**src/rtl/sd_pkg.sv**
```systemverilog
// Definitions shared by the SD DAT datapath (writer and reader): CRC16 polynomial,
// write status codes, CRC-status tokens, writer FSM states and a one-bit CRC16 step.
package sd_pkg;

    localparam logic [15:0] CRC16_POLY = 16'h1021;

    localparam logic [1:0] ST_OK  = 2'd0;
    localparam logic [1:0] ST_CRC = 2'd1;
    localparam logic [1:0] ST_WR  = 2'd2;
    localparam logic [1:0] ST_TO  = 2'd3;

    localparam logic [2:0] TOK_OK  = 3'b010;
    localparam logic [2:0] TOK_CRC = 3'b101;

    typedef enum logic [3:0] {
        S_IDLE,
        S_PRE,
        S_START,
        S_DATA,
        S_CRC,
        S_END,
        S_REL,
        S_STAT,
        S_BUSY,
        S_DONE
    } wr_state_t;

    function automatic logic [15:0] crc16_step(input logic [15:0] crc, input logic bit_in);
        logic fb;
        fb = crc[15] ^ bit_in;
        return {crc[14:0], 1'b0} ^ (fb ? CRC16_POLY : 16'h0000);
    endfunction

endpackage

```
**src/rtl/sd_crc16_line.sv**
```systemverilog
// Serial CRC16 for one DAT line: clear, accumulate one bit per enable, then shift the
// remainder out MSB first.
module sd_crc16_line
    import sd_pkg::*;
(
    input  logic clk,
    input  logic rst_n,
    input  logic clr,
    input  logic en,
    input  logic bit_in,
    input  logic shift,
    output logic msb
);

    logic [15:0] crc;

    always_ff @(posedge clk or negedge rst_n) begin
        if (!rst_n) begin
            crc <= 16'h0000;
        end else if (clr) begin
            crc <= 16'h0000;
        end else if (en) begin
            crc <= crc16_step(crc, bit_in);
        end else if (shift) begin
            crc <= {crc[14:0], 1'b0};
        end
    end

    assign msb = crc[15];

endmodule

```
**src/rtl/sd_dat_writer.sv**
```systemverilog
// SD 4-bit DAT write sequencer: frames one block from the byte buffer, appends per-line
// CRC16, then collects the card's CRC-status token and busy on DAT0.
module sd_dat_writer
    import sd_pkg::*;
#(
    parameter int LEN_W   = 10,
    parameter int STAT_TO = 8,
    parameter int BUSY_TO = 65535
) (
    input  logic             clk,
    input  logic             rst_n,
    input  logic             i_start_writing,
    input  logic [LEN_W-1:0] i_buf_len,
    output logic             o_rd_req,
    output logic [LEN_W-1:0] o_rd_addr,
    input  logic [7:0]       i_rd_data,
    output logic [3:0]       o_sd_dat,
    output logic             o_sd_dat_oe,
    input  logic             i_sd_dat0,
    output logic             o_busy,
    output logic             o_done,
    output logic [1:0]       o_status
);

    localparam int DW = LEN_W + 2;

    wr_state_t        state, state_n;
    logic [15:0]      cnt, cnt_n;
    logic [LEN_W:0]   len_r, len_n;
    logic [7:0]       hold, hold_n;
    logic [2:0]       tok, tok_n;
    logic [2:0]       phase, phase_n;
    logic [3:0]       dat_n;
    logic             rd_req_n;
    logic [LEN_W-1:0] addr_n;
    logic [1:0]       status_n;
    logic             crc_en, crc_shift, crc_clr;
    logic [3:0]       crc_msb;
    logic [DW-1:0]    data_last;
    logic [15:0]      fetch_next;
    logic             more_bytes;

    assign data_last  = {len_r, 1'b0} - DW'(1);
    assign fetch_next = {1'b0, cnt[15:1]} + 16'd2;
    assign more_bytes = fetch_next < 16'(len_r);

    // Handshake: a start pulse is taken only in IDLE (o_busy=0); o_busy then stays high
    // through the o_done cycle, and o_status holds its value until the next taken start.
    always_comb begin
        state_n   = state;
        hold_n    = hold;
        tok_n     = tok;
        phase_n   = phase;
        len_n     = len_r;
        status_n  = o_status;
        dat_n     = 4'hF;
        rd_req_n  = 1'b0;
        addr_n    = o_rd_addr;
        crc_en    = 1'b0;
        crc_shift = 1'b0;
        case (state)
            S_IDLE: if (i_start_writing) begin
                state_n  = S_PRE;
                rd_req_n = 1'b1;
                addr_n   = '0;
                status_n = ST_OK;
                len_n    = (i_buf_len == '0) ? {1'b1, {LEN_W{1'b0}}} : {1'b0, i_buf_len};
            end
            S_PRE: if (cnt == 16'd1) begin
                state_n = S_START;
                dat_n   = 4'h0;
                hold_n  = i_rd_data;
            end
            S_START: begin
                state_n = S_DATA;
                dat_n   = hold[7:4];
                crc_en  = 1'b1;
                if (|len_r[LEN_W:1]) begin
                    rd_req_n = 1'b1;
                    addr_n   = o_rd_addr + LEN_W'(1);
                end
            end
            S_DATA: if (cnt == 16'(data_last)) begin
                state_n   = S_CRC;
                dat_n     = crc_msb;
                crc_shift = 1'b1;
            end else if (!cnt[0]) begin
                dat_n  = hold[3:0];
                crc_en = 1'b1;
            end else begin
                // Next byte arrives now, one cycle after its request in the high-nibble slot.
                dat_n  = i_rd_data[7:4];
                hold_n = i_rd_data;
                crc_en = 1'b1;
                if (more_bytes) begin
                    rd_req_n = 1'b1;
                    addr_n   = o_rd_addr + LEN_W'(1);
                end
            end
            S_CRC: if (cnt == 16'd15) begin
                state_n = S_END;
            end else begin
                dat_n     = crc_msb;
                crc_shift = 1'b1;
            end
            S_END: state_n = S_REL;
            S_REL: if (cnt == 16'd1) begin
                state_n = S_STAT;
                phase_n = 3'd0;
            end
            S_STAT: case (phase)
                3'd0: if (!i_sd_dat0) begin
                    phase_n = 3'd1;
                end else if (cnt == 16'(STAT_TO - 1)) begin
                    state_n  = S_DONE;
                    status_n = ST_TO;
                end
                3'd1, 3'd2, 3'd3: begin
                    tok_n   = {tok[1:0], i_sd_dat0};
                    phase_n = phase + 3'd1;
                end
                default: begin
                    state_n  = S_BUSY;
                    status_n = (tok == TOK_OK) ? ST_OK : (tok == TOK_CRC) ? ST_CRC : ST_WR;
                end
            endcase
            S_BUSY: if (i_sd_dat0) begin
                state_n = S_DONE;
            end else if (cnt == 16'(BUSY_TO - 1)) begin
                state_n  = S_DONE;
                status_n = ST_TO;
            end
            S_DONE:  state_n = S_IDLE;
            default: state_n = S_IDLE;
        endcase
        cnt_n = (state_n != state) ? 16'd0 : cnt + 16'd1;
    end

    assign crc_clr = (state_n == S_START);

    for (genvar i = 0; i < 4; i++) begin : g_crc
        sd_crc16_line u_crc (
            .clk    (clk),
            .rst_n  (rst_n),
            .clr    (crc_clr),
            .en     (crc_en),
            .bit_in (dat_n[i]),
            .shift  (crc_shift),
            .msb    (crc_msb[i])
        );
    end

    always_ff @(posedge clk or negedge rst_n) begin
        if (!rst_n) begin
            state       <= S_IDLE;
            cnt         <= 16'd0;
            len_r       <= '0;
            hold        <= 8'h00;
            tok         <= 3'b000;
            phase       <= 3'd0;
            o_sd_dat    <= 4'hF;
            o_sd_dat_oe <= 1'b0;
            o_rd_req    <= 1'b0;
            o_rd_addr   <= '0;
            o_busy      <= 1'b0;
            o_done      <= 1'b0;
            o_status    <= ST_OK;
        end else begin
            state       <= state_n;
            cnt         <= cnt_n;
            len_r       <= len_n;
            hold        <= hold_n;
            tok         <= tok_n;
            phase       <= phase_n;
            o_sd_dat    <= dat_n;
            o_sd_dat_oe <= (state_n == S_PRE) || (state_n == S_START) || (state_n == S_DATA) ||
                           (state_n == S_CRC) || (state_n == S_END);
            o_rd_req    <= rd_req_n;
            o_rd_addr   <= addr_n;
            o_busy      <= (state_n != S_IDLE);
            o_done      <= (state_n == S_DONE);
            o_status    <= status_n;
        end
    end

endmodule

```
**config.mk**
```make
export PLATFORM = sky130hd
export DESIGN_NAME = sd_dat_writer
export DESIGN_NICKNAME = d
export VERILOG_FILES = /design/src/rtl/sd_pkg.sv /design/src/rtl/sd_crc16_line.sv /design/src/rtl/sd_dat_writer.sv
export SDC_FILE = /design/constraint.sdc
export NUM_CORES = 1
export LEC_CHECK = 0
export ABC_CLOCK_PERIOD_IN_PS = 6320
export CAP_MARGIN = 20
export CORE_UTILIZATION = 60
export CTS_CLUSTER_DIAMETER = 80
export DETAILED_ROUTE_END_ITERATION = 8
export PLACE_DENSITY = 0.81
export SLEW_MARGIN = 25
export SYNTH_ARGS = -nofsm -noshare
export SYNTH_HDL_FRONTEND = slang
export SYNTH_SLANG_ARGS = --single-unit
```
**constraint.sdc**
```tcl
create_clock -name clk -period 6.32 [get_ports clk]
set_clock_uncertainty 0.15 [all_clocks]
set_input_delay 1.264 -clock clk [delete_from_list [all_inputs] [get_ports clk]]
set_output_delay 1.264 -clock clk [all_outputs]
set_load 0.02 [all_outputs]
```
* After elaboration in Yosys (flattened, before gate mapping)
Index checks and enable logic that the tools add are counted.
** Word-level totals
- Register bits after elaboration :: 129
- Word-level logic and storage cells :: 159
- Output and inout bits :: 20
- Input bits :: 22
** Operators by class
- Mux-type cells :: 68
- Reductions and logical operators :: 21
- Add/subtract/negate cells :: 5
- Equal/unequal tests :: 39
- Bitwise gates (word level) :: 8
- $lt $le $gt $ge :: 1
** Operators by type and width (count)
- 16-bit 2-to-1 mux :: 13
- 16-bit XOR :: 4
- 13-bit 2-to-1 mux :: 4
- 4-bit 2-to-1 mux :: 13
- 10-bit 2-to-1 mux :: 5
- 4-bit case mux with 9 select lines :: 1
- 10-bit case mux with 3 select lines :: 1
- 4-bit by 3-bit equality test with 1-bit output, second input constant :: 6
- 8-bit 2-to-1 mux :: 3
- 2-bit != test, second input constant :: 10
- 15-bit by 2-bit adder with 16-bit output, second input constant :: 1
- 16-bit by 1-bit adder with 16-bit output, second input constant :: 1
- 16-bit by 1-bit equality test with 1-bit output, second input constant :: 1
- 16-bit by 12-bit equality test with 1-bit output :: 1
- 16-bit equality test, second input constant :: 1
- 16-bit by 3-bit equality test with 1-bit output, second input constant :: 1
- 16-bit by 4-bit equality test with 1-bit output, second input constant :: 1
- 4-bit by 2-bit equality test with 1-bit output, second input constant :: 4
- 16-bit by 11-bit < comparator with 1-bit output :: 1
- 4-bit case mux with 4 select lines :: 1
- 8-bit case mux with 2 select lines :: 1
- 2-bit 2-to-1 mux :: 7
- 3-bit case mux with 2 select lines :: 2
- 12-bit by 1-bit subtractor with 12-bit output, second input constant :: 1
- other kinds (32) :: 58

* Logic depth before layout (Yosys ltp)
Gate-level depths: netlist (run 1).
- Depth in word-level cells :: 10
- Mapped depth :: 15
- Gate-level depth less buffers :: 14

* Modules after synthesis
Synthesis (run 1) repeated with hierarchy kept, for this count alone.
** Second synthesis, totals
- Cells, all modules :: 751
- Area, all modules :: 7078.0 µm²
** Modules (own cells, without submodules)
- sd_dat_writer :: seq. area each 1631.6 µm², area an instance 4330.4 µm², times used 1, cells each 471
- sd_crc16_line :: seq. area each 400.4 µm², area an instance 686.9 µm², times used 4, cells each 70

* Worst setup path after synthesis (run 1)
No wires, ideal clock.
- Path type :: reg-to-reg
- Start point :: register cnt[2]
- End point :: register o_rd_addr[9]
- Clock period less this slack :: 3.235 ns
- Arrival time :: 3.007 ns
- Setup time :: 0.078 ns
- Path slack :: 3.085 ns
- Buffers on the path :: 0
- Data required time :: 6.092 ns
- Cell stages (with the launch flop) :: 13
- Cell sequence :: dfrtp_1 -> ha_1 -> and4_1 -> nand2_1 -> xnor2_1 -> ha_1 -> a21o_1 -> a211oi_1 -> a21oi_1 -> a2111oi_2 -> nor2_1 -> or4_1 -> a21oi_1
** On the way
- Cells in the longest elaborated chain, start to end :: 4
- Elaborated cells between the ends (all ways) :: 6
- Classes of those cells :: add/sub: 1; order compare: 1; eq/ne: 3; reduce/logical: 1
** Ends and longest elaborated chain
- from (decl) :: RTL line sd_dat_writer.sv:28 : logic [15:0] cnt, cnt_n;
- from (signal assigned) :: RTL line sd_dat_writer.sv:170 : cnt <= cnt_n;
- 15-bit by 2-bit adder with 16-bit output :: RTL line sd_dat_writer.sv:44 : assign fetch_next = {1'b0, cnt[15:1]} + 16'd2;
- 16-bit by 11-bit < comparator with 1-bit output :: RTL line sd_dat_writer.sv:45 : assign more_bytes = fetch_next < 16'(len_r);
- 2-bit != test (no source line)
- 6-bit AND reduction (no source line) (*)
- to (signal assigned) :: RTL line sd_dat_writer.sv:179 : o_rd_addr <= addr_n;
- to (decl) :: RTL line sd_dat_writer.sv:15 : output logic [LEN_W-1:0] o_rd_addr,
Every way passes the cells marked *; elsewhere a longest branch is shown, timed or not.
A chain may end at the register's enable or synchronous reset.

* Worst setup path after layout (run 1)
- Start point :: register cnt[2]
- End point :: register o_rd_addr[8]
The elaborated chain is that of the path after synthesis.

==> metrics.md, run 1 <==
| Metric | Value |
|---|---|
| Vias in the first global route | `5341` |
| Post-DRT Antenna Nets | `0` |
| Placer Congestion | `0.944` |
| Outcome | `completed` |
| # port buffers | `41` |
| CTS Buf Count | `17` |
| Setup Crit Path Kind | `register to register` |
| Fraction of layout cells with a size suffix above 1 | `8.59%` |
| Worst slew margin | `39.7%` |
| Max Used Layer | `met4` |
| Overall Power | `3.84 mW` |
| Layout area overhead | `15.9%` |
| DPL Wire Length | `10800 um` |
| Fillers | `770` |
| Postcts setup bufs | `0` |
| Metal3 WL | `1070 um` |
| Final Hold Vio Count | `0` |
| Io pins | `42` |
| CP Max Fanout | `18` |
| Die footprint | `0.0117 mm^2` |
| Synthesized cell area | `0.00678 mm^2` |
| Fraction of registers with async set or reset after synthesis | `100%` |
| Worst skew pair latency | `420 ps` |
| Yosys warnings | `0` |
| Pre-CTS setup slack | `2530 ps` |
| FF-to-FF path depth | `12` |
| Syn_nets | `720` |
| Design Area, Final | `0.00786 mm^2` |
| Initial DRC Count | `549` |
| Max Clk Rate | `255 MHz` |
| Endpoints failing setup | `0` |
| WL met2 | `7430 um` |
| CTS Hold Bufs | `0` |
| H-tree Lvls | `4` |
| HP Start | `g_crc[1].u_crc.crc[7]$_DFFE_PN0P_` |
| FP Rows | `38` |
| Final setup TNS | `0 ps` |
| Data arrival, critical path | `4100 ps` |
| Leak | `3.49 nW` |
| Max Buffers Root-to-Sink | `2` |
| Data required, critical path | `6490 ps` |
| Hold-critical path endpoint | `g_crc[1].u_crc.crc[7]$_DFFE_PN0P_` |
| Actual slew at the worst max-slew pin | `901 ps` |
| PwrDens | `489 mW/mm^2` |
| Width of the die | `108 um` |
| Total GRT Usage | `30.1%` |
| First-pass GRT wire length | `26900 um` |
| Slew Limit Fails | `0` |
| DRC | `0` |
| Hold Crit Depth | `1` |
| Fin worst setup slack | `2400 ps` |
| Core box area | `0.0109 mm^2` |
| Post-synthesis area per instance | `10.1 um^2` |
| FF-to-FF End | `o_rd_addr[8]$_DFFE_PN0P_` |
| Post-Syn Instances | `674` |
| Largest net degree at the start of global routing | `74` |
| R2R setup slack | `2400 ps` |
| First-pass DRT Iterations | `5` |
| Initial antenna violation count | `0` |
| TritonCTS clock tree | `done` |
| Root buffer cell | `clkbuf_16` |
| Primary FF master, synth | `dfrtp_1` |
| Die Y | `108 um` |
| Synth cell types | `63` |
| Crit share post-route | `62.1%` |
| DR vias/cell | `6.42` |
| Total Wirelength | `16100 um` |
| Diodes inserted | `0` |
| RSZ-0062 raised after global routing | `false` |
| Worst r2r src | `cnt[2]$_DFF_PN0_` |
| Dpl cell area | `0.00725 mm^2` |
| DR vias | `5458` |
| DRT met1 WL | `7390 um` |
| Peak VDD IR | `0.000314 V` |
| Clk sinks | `129` |
| MaxCap Viol Count | `0` |
| Drt wl/cell | `19.0 um` |
| Post-synthesis sequential area ratio | `47.7%` |
| CP Launch Type | `register` |
| Gr ovfl total | `0` |
| Synthesis-stage register bit count | `129` |
| Post_cts resized | `0` |
| Min-delay worst type | `register to register` |
| Post-synth EDFFs | `0` |
| Final net count | `743` |
| Clock-pin slew on the worst setup and hold paths | `60 ps` |
| Critical Path End Type | `register` |
| Initial Utilization | `62.0%` |
| Post-layout min period | `3920 ps` |
## power breakdown
group          internal (mW)  switching (mW)  leakage [nW]
clock network          0.640           0.360         0.296
logic                  0.597           0.841          1.51
registers               1.12           0.278          1.69
total                   2.36            1.48          3.49
## metrics by stage
step | hold WS [ps] | utilization (%) | std cells
final | 348 | 71.9 | 850
after global routing | 358 | 71.9 | 850
after CTS | 350 | 71.9 | 850
after detailed placement | 334 | 66.3 | 818
after global placement | 332 | 66.3 | 818
after floorplan | 316 | - | 674
## metal layers
metal  track usage (%)  vias to the layer above
met3              6.51                       24
met1              42.8                     2665
met2              45.2                      235
met5                 0                        -
li1                  -                     2534
met4              11.7                        0
## registers in the layout (all words and copies together) (netlist names)
signal / count
o_sd_dat: 4
phase: 3
o_done: 1
hold: 8
o_status: 2
o_rd_req: 1
state: 4
o_rd_addr: 10
o_sd_dat_oe: 1
cnt: 16
len_r: 11
o_busy: 1
g_crc.u_crc.crc: 64
tok: 3
## kinds of logic (layout without fill, tap and decap cells)
logic type	Yosys count	count (layout)	synth area share [%]
mux	16	16	2.64
compound gates	191	191	20.8
xor+xnor	33	33	4.26
simple gates	215	215	16.3
fa+ha+maj	24	24	4.43
flops	129	129	47.7
buf+inv	66	102	3.89
## synth_stat cells (12+ instances only)
cell	instances	area share [%]
nor2_1	48	2.7
xnor2_1	15	1.9
inv_1	26	1.4
a22o_1	52	6.7
nand3_1	22	1.6
clkbuf_1	29	1.6
dfrtp_1	125	46
nor3_1	12	0.89
o31ai_1	14	1.5
ha_1	24	4.4
xor2_1	18	2.3
nand2_1	53	2.9
a211oi_1	12	1.3
and3_1	23	2.1
o21ai_0	38	2.8
a21oi_1	17	1.3
## how the worst max path moves through the flow
stage,from,end,slack [ps],depth (start not counted)
CTS,cnt[2]$_DFF_PN0_,o_rd_addr[8]$_DFFE_PN0P_,2470,12
detailed placement,cnt[2]$_DFF_PN0_,o_rd_addr[9]$_DFFE_PN0P_,2530,12
finish,cnt[2]$_DFF_PN0_,o_rd_addr[8]$_DFFE_PN0P_,2400,12
global placement,i_start_writing,cnt[7]$_DFF_PN0_,2610,7
floorplan,cnt[2]$_DFF_PN0_,o_rd_addr[9]$_DFFE_PN0P_,3090,12
global route,cnt[2]$_DFF_PN0_,o_rd_addr[8]$_DFFE_PN0P_,2160,12
## cells in the final DEF (no fill, tap or decap), types with 8 or more instances in the layout
cell,n
a211oi_1,12
a21boi_0,8
a21oi_1,16
a22o_1,52
a31oi_1,9
and3_1,23
clkbuf_16,17
clkdlybuf4s50_1,40
dfrtp_1,125
ha_1,24
inv_1,26
mux2_2,11
nand2_1,53
nand3_1,22
nand4_1,10
nor2_1,48
nor3_1,12
nor3b_1,9
o21ai_0,38
o31ai_1,14
xnor2_1,15
xor2_1,18
## cell type report
cell class	count	area, um^2	share of cell area [%]
multi-input cells	479	3310	42.1
flip-flops and latches	129	3230	41.1
clock buffers	19	453	5.76
repair buffers	44	430	5.48
well taps	140	175	2.23
clock inverters	13	159	2.02
inverters	26	97.6	1.24
## worst max-delay path: stages, from the launching register on
cell and delay [ps]:
dfrtp_1 500, ha_1 280, and4_1 270, nand2_1 80, xnor2_1 200, ha_1 290
a21o_1 180, a211oi_1 230, a21oi_1 110, a2111oi_2 420, nor2_1 300, or4_1 600
a21oi_1 200
(Power assumes the default switching activity.)
==> run 2: changes to the inputs <==
--- a/config.mk
+++ b/config.mk
@@ -5,7 +5,7 @@
 export SDC_FILE = /design/constraint.sdc
 export NUM_CORES = 1
 export LEC_CHECK = 0
-export ABC_CLOCK_PERIOD_IN_PS = 6320
+export ABC_CLOCK_PERIOD_IN_PS = 3900
 export CAP_MARGIN = 20
 export CORE_UTILIZATION = 60
 export CTS_CLUSTER_DIAMETER = 80
==> constraint.sdc (replaced) <==
create_clock -name clk -period 3.9 [get_ports clk]
set_clock_uncertainty 0.15 [all_clocks]
set_input_delay 0.78 -clock clk [delete_from_list [all_inputs] [get_ports clk]]
set_output_delay 0.78 -clock clk [all_outputs]
set_load 0.02 [all_outputs]
==> run 2 against run 1 <==
Sequential cell count unchanged. Worst hold slack worse by 36 ps. First-iteration DRC count decreased by 15%. Sequential power is 61% higher. Register-to-register slack got worse by 2100 ps. Design area grew 0.99%. Total power rose by 64%. Clock-buffer cell count unchanged. Cell count increased by 0.94%. Via count rose by 0.27%. Worst setup slack worse by 2100 ps. Non-clock buffer count grew 8. Critical endpoint is now o_rd_addr[9]$_DFFE_PN0P_. Largest power group unchanged.
==> metrics.md, run 2 (synthesized netlist as in run 1, its figures left out) <==
| Metric | Value |
|---|---|
| Placer Congestion | `0.930` |
| Max Buffers Root-to-Sink | `2` |
| Fillers | `796` |
| Endpoints failing setup | `0` |
| CP Launch Point | `cnt[2]$_DFF_PN0_` |
| Flop pwr share | `35.9%` |
| Data arrival, critical path | `3830 ps` |
| Die footprint | `0.0117 mm^2` |
| Worst skew pair latency | `420 ps` |
| Post-DRT Antenna Nets | `0` |
| Vias in the first global route | `5225` |
| Biggest regs | `g_crc.u_crc.crc: 64 flops, cnt: 16 flops, len_r: 11 flops` |
| Final Hold Vio Count | `0` |
| Psw | `2.43 mW` |
| Crit path cell chain | `ha_1 -> and4_1 -> nand2_1 -> xnor2_1 -> ha_1 -> a21o_1 -> a211oi_1 -> a21oi_1 -> a2111oi_4 -> nor2_2 -> or4_1 -> a21oi_1` |
| Pint | `3.85 mW` |
| Setup Crit Path Kind | `register to register` |
| Diodes inserted | `0` |
| Min-delay worst type | `input port to asynchronous set/reset pin` |
| Largest Register | `g_crc.u_crc.crc` |
| MaxCap Viol Count | `0` |
| Total GRT Usage | `29.4%` |
| CP Launch Type | `register` |
| Max Clk Rate | `274 MHz` |
| Final setup TNS | `0 ps` |
| # port buffers | `41` |
| Die Y | `108 um` |
| Peak VDD IR | `0.000533 V` |
| Root buffer cell | `clkbuf_16` |
| Sw Share | `38.7%` |
| Fraction of layout cells with a size suffix above 1 | `9.61%` |
| Worst r2r src | `cnt[2]$_DFF_PN0_` |
| Placed cells | `826` |
| Drt wl/cell | `18.6 um` |
| Final net count | `751` |
| Initial antenna violation count | `0` |
| CTS Buf Count | `17` |
| DR vias/cell | `6.38` |
| Initial Utilization | `62.0%` |
| Fin cells | `858` |
| Clk sinks | `129` |
| CP max stage delay | `550 ps` |
| PwrDens | `792 mW/mm^2` |
| CP top delay family | `compound AO/OA/AOI/OAI gates` |
| First-pass DRT Iterations | `5` |
| R2R setup slack | `250 ps` |
| Commonest non-fill, non-tap cell in the layout | `dfrtp_1` |
| Outcome | `completed` |
| Bufs and invs on worst path | `0` |
| Worst slew margin | `45.8%` |
| Critical Path Stages | `12` |
| Max reg flops | `64` |
| Largest net degree at the start of global routing | `130` |
| Clock power share | `25.7%` |
| Io pins | `42` |
| Slew Limit Fails | `0` |
| Comb pwr share | `38.5%` |
| Total Wirelength | `15900 um` |
| Actual slew at the worst max-slew pin | `808 ps` |
| Data required, critical path | `4080 ps` |
| CP Max Fanout | `13` |
| RSZ-0062 raised after global routing | `false` |
| DRC | `0` |
| Core box area | `0.0109 mm^2` |
| Width of the die | `108 um` |
| TritonCTS clock tree | `done` |
| DPL Wire Length | `10800 um` |
| FF-to-FF End | `o_rd_addr[9]$_DFFE_PN0P_` |
| Critical Path End Type | `register` |
| Highest-count cells in the layout ignoring fill and taps | `125 x dfrtp_1, 53 x nand2_1, 52 x a22o_1` |
| Crit share post-route | `93.6%` |
| Layout area overhead | `17.0%` |
| DR vias | `5473` |
| Leak | `3.54 nW` |
| Clock-pin slew on the worst setup and hold paths | `60 ps` |
| FP Rows | `38` |
| Gr ovfl total | `0` |
| Initial DRC Count | `468` |
| Critical Path End | `o_rd_addr[9]$_DFFE_PN0P_` |
| FF-to-FF path depth | `12` |
| H-tree Lvls | `4` |
| Slowest-stage cell, CP | `or4_1` |
| First-pass GRT wire length | `26400 um` |
| Post-layout min period | `3650 ps` |
-- run 2: timing repair --
action	in CTS	in global routing
hold buffers	0	0
resized for setup	0	2
endpoints found under the setup margin	0	4
buffers inserted	0	0
-- run 2: routing by layer --
metal  track usage, %  share of wire, %  up-vias
met5                0                 0        -
met4             11.5               2.1        0
met3             6.51               5.9       35
met2             44.0                46      194
met1             41.8                46     2700
li1                 -                 -     2544
-- run 2: area by class of cell --
class | count | area [um^2] | share of cell area [%]
well taps | 140 | 175 | 2.21
repair buffers | 52 | 503 | 6.34
inverters | 26 | 97.6 | 1.23
multi-input cells | 479 | 3330 | 41.9
clock buffers | 19 | 443 | 5.58
clock inverters | 13 | 159 | 2.00
flip-flops and latches | 129 | 3230 | 40.7
-- run 2: per-stage QoR --
stage	total power, mW	instance area (um^2)	setup slack (ps)	util (%)	hold WS [ps]
2_1_floorplan	3.88	6780	665	-	316
5_1_grt	6.66	7940	26.9	72.6	364
3_5_place_dp	4.61	7320	191	66.9	333
3_3_place_gp	4.50	7320	360	66.9	329
4_1_cts	6.26	7920	144	72.4	345
6_report	6.28	7940	249	72.6	313
-- run 2: power by group through the flow --
stage	Sequential, mW	Clock [mW]	Combinational [mW]
after floorplan	2.18	0	1.70
after global placement	2.23	0	2.28
after detailed placement	2.25	0	2.36
after CTS	2.24	1.63	2.39
after global routing	2.31	1.69	2.66
final	2.25	1.61	2.42
-- run 2: worst min path at each step --
stage	from	end	cells past startpoint
after floorplan	g_crc[0].u_crc.crc[10]$_DFFE_PN0P_	g_crc[0].u_crc.crc[10]$_DFFE_PN0P_	1
after global placement	g_crc[2].u_crc.crc[14]$_DFFE_PN0P_	g_crc[2].u_crc.crc[15]$_DFFE_PN0P_	1
after detailed placement	g_crc[3].u_crc.crc[3]$_DFFE_PN0P_	g_crc[3].u_crc.crc[3]$_DFFE_PN0P_	1
after CTS	rst_n	o_rd_addr[7]$_DFFE_PN0P_	2
after global routing	rst_n	o_rd_addr[7]$_DFFE_PN0P_	2
final	rst_n	o_rd_addr[7]$_DFFE_PN0P_	2
==> run 3: changes to the inputs <==
--- a/config.mk
+++ b/config.mk
@@ -7,10 +7,10 @@
 export LEC_CHECK = 0
 export ABC_CLOCK_PERIOD_IN_PS = 3900
 export CAP_MARGIN = 20
-export CORE_UTILIZATION = 60
-export CTS_CLUSTER_DIAMETER = 80
+export CORE_UTILIZATION = 55
+export CTS_CLUSTER_DIAMETER = 50
 export DETAILED_ROUTE_END_ITERATION = 8
-export PLACE_DENSITY = 0.81
+export PLACE_DENSITY = 0.76
 export SLEW_MARGIN = 25
 export SYNTH_ARGS = -nofsm -noshare
 export SYNTH_HDL_FRONTEND = slang
==> run 3 against run 2 <==
Via count is 0.90% lower. Critical path depth stayed put. Wire length is 0.57% higher. First-iteration DRC count is 10% higher. Design area is 0.32% lower. Register-to-register slack hardly changed. Sequential power hardly changed. Total power is 1.6% lower. Largest cell class unchanged. Largest power group unchanged.
==> metrics.md, run 3 (synthesized netlist as in run 1, its figures left out) <==
| Metric | Value |
|---|---|
| H-tree Lvls | `4` |
| Bufs and invs on worst path | `0` |
| DR vias | `5424` |
| Final setup TNS | `0 ps` |
| Crit share post-route | `93.7%` |
| Worst skew pair latency | `440 ps` |
| Vias in the first global route | `5333` |
| First-pass GRT wire length | `26800 um` |
| Placed cells | `835` |
| Max Clk Rate | `274 MHz` |
| FF-to-FF path depth | `12` |
| Largest Register | `g_crc.u_crc.crc` |
| Slew Limit Fails | `0` |
| Placer Congestion | `0.900` |
| Max Buffers Root-to-Sink | `2` |
| PwrDens | `781 mW/mm^2` |
| MaxCap Viol Count | `0` |
| FF-to-FF End | `o_rd_addr[6]$_DFFE_PN0P_` |
| RSZ-0062 raised after global routing | `false` |
| Peak VDD IR | `0.000507 V` |
| Post-DRT Antenna Nets | `0` |
| Initial Utilization | `56.5%` |
| Critical Path End Type | `register` |
| Clock-pin slew on the worst setup and hold paths | `60 ps` |
| CP max stage delay | `540 ps` |
| Io pins | `42` |
| Slowest-stage cell, CP | `or4_1` |
| Reg area | `0.00323 mm^2` |
| Dpl cell area | `0.00734 mm^2` |
| Fillers | `944` |
| Max reg flops | `64` |
| Fin cells | `867` |
| Layout Utilization | `65.9%` |
| DRC | `0` |
| Core box area | `0.0120 mm^2` |
| Worst slew margin | `43.5%` |
| Crit path cell chain | `ha_1 -> and4_1 -> nand2_1 -> xnor2_1 -> ha_1 -> a21o_1 -> a211oi_1 -> a21oi_1 -> a2111oi_2 -> nor2_2 -> or4_1 -> a21oi_1` |
| Busiest grt layer | `met2` |
| Final net count | `753` |
| Leak | `3.51 nW` |
| Worst r2r src | `cnt[2]$_DFF_PN0_` |
| Die footprint | `0.0128 mm^2` |
| Actual slew at the worst max-slew pin | `842 ps` |
| Design Area, Final | `0.00791 mm^2` |
| Highest-count cells in the layout ignoring fill and taps | `125 x dfrtp_1, 53 x nand2_1, 52 x a22o_1` |
| Root buffer cell | `clkbuf_16` |
| Endpoints failing setup | `0` |
| Die Y | `113 um` |
| TritonCTS clock tree | `done` |
| Area occupied by multi-input gates | `0.00331 mm^2` |
| CP Max Fanout | `9` |
| # port buffers | `41` |
| Initial antenna violation count | `0` |
| Diodes inserted | `0` |
| Min-delay worst type | `input port to asynchronous set/reset pin` |
| FP Rows | `40` |
| DPL Wire Length | `10900 um` |
| CTS Buf Count | `17` |
| Total Wirelength | `16000 um` |
| Layout area overhead | `16.7%` |
| Post-layout min period | `3660 ps` |
| Drt wl/cell | `18.5 um` |
| Outcome | `completed` |
| Commonest non-fill, non-tap cell in the layout | `dfrtp_1` |
| Width of the die | `113 um` |
| Largest net degree at the start of global routing | `82` |
| Biggest regs | `g_crc.u_crc.crc: 64 flops, cnt: 16 flops, len_r: 11 flops` |
| CP Launch Type | `register` |
| Final Hold Vio Count | `0` |
| Met1 usage | `37.7%` |
| Total GRT Usage | `27.1%` |
| Gr ovfl total | `0` |
| R2R setup slack | `240 ps` |
| Clk sinks | `129` |
| Data arrival, critical path | `3860 ps` |
| Fraction of layout cells with a size suffix above 1 | `10.0%` |
| First-pass DRT Iterations | `5` |
| CP top delay family | `compound AO/OA/AOI/OAI gates` |
| Initial DRC Count | `515` |
| Met2 Usage GRT | `40.2%` |
| Overall Power | `6.18 mW` |
| DR vias/cell | `6.26` |
| Data required, critical path | `4100 ps` |
| Met3 usage | `6.59%` |
| Setup Crit Path Kind | `register to register` |
## run 3: changes by cell type in the layout (fill, tap and decap cells not counted), sizes merged
cell	delta
inv	+6
clkinv	-4
bufinv	-3
clkinvlp	+3
buf	+2
clkbuf	-2
## run 3: stage by stage
step           setup slack (ps)  hold slack, ps
6_report                    245             208
5_1_grt                    24.1             271
4_1_cts                     222             241
3_5_place_dp                276             332
3_3_place_gp                391             332
2_1_floorplan               665             316
## run 3: metal layers
layer  part of all wire [%]  vias up  wire (um)
met5                      0        -          0
met4                    2.4        0        384
met3                    5.0       33        795
met2                     45      168       7250
met1                     47     2674       7590
li1                       -     2549          -
## run 3: repair_timing
item,4_1_cts,5_1_grt
resized for setup,0,1
setup buffers,0,0
endpoints found under the setup margin,0,5
hold buffers,0,0
## run 3: area by class of cell
cell class,count,share of cell area (%)
inverters,26,1.23
repair buffers,54,6.55
clock buffers,17,5.38
clock inverters,15,1.77
well taps,147,2.32
multi-input cells,479,41.9
flip-flops and latches,129,40.9
## run 3: worst max path at each step
stage                                           to  depth (start not counted)              from  slack (ps)
after global placement    o_rd_addr[5]$_DFFE_PN0P_                         13  cnt[2]$_DFF_PN0_         390
after floorplan           o_rd_addr[9]$_DFFE_PN0P_                         12  cnt[2]$_DFF_PN0_         670
after global routing      o_rd_addr[4]$_DFFE_PN0P_                         13  cnt[2]$_DFF_PN0_          20
after detailed placement  o_rd_addr[6]$_DFFE_PN0P_                         12  cnt[2]$_DFF_PN0_         280
final                     o_rd_addr[6]$_DFFE_PN0P_                         12  cnt[2]$_DFF_PN0_         240
after CTS                 o_rd_addr[6]$_DFFE_PN0P_                         12  cnt[2]$_DFF_PN0_         220
## run 3: power by group
| part | switching, mW | internal (mW) | total [mW] |
|---|---|---|---|
| Clock | 0.679 | 0.839 | 1.52 |
| Sequential | 0.422 | 1.82 | 2.24 |
| Combinational | 1.41 | 1.01 | 2.42 |
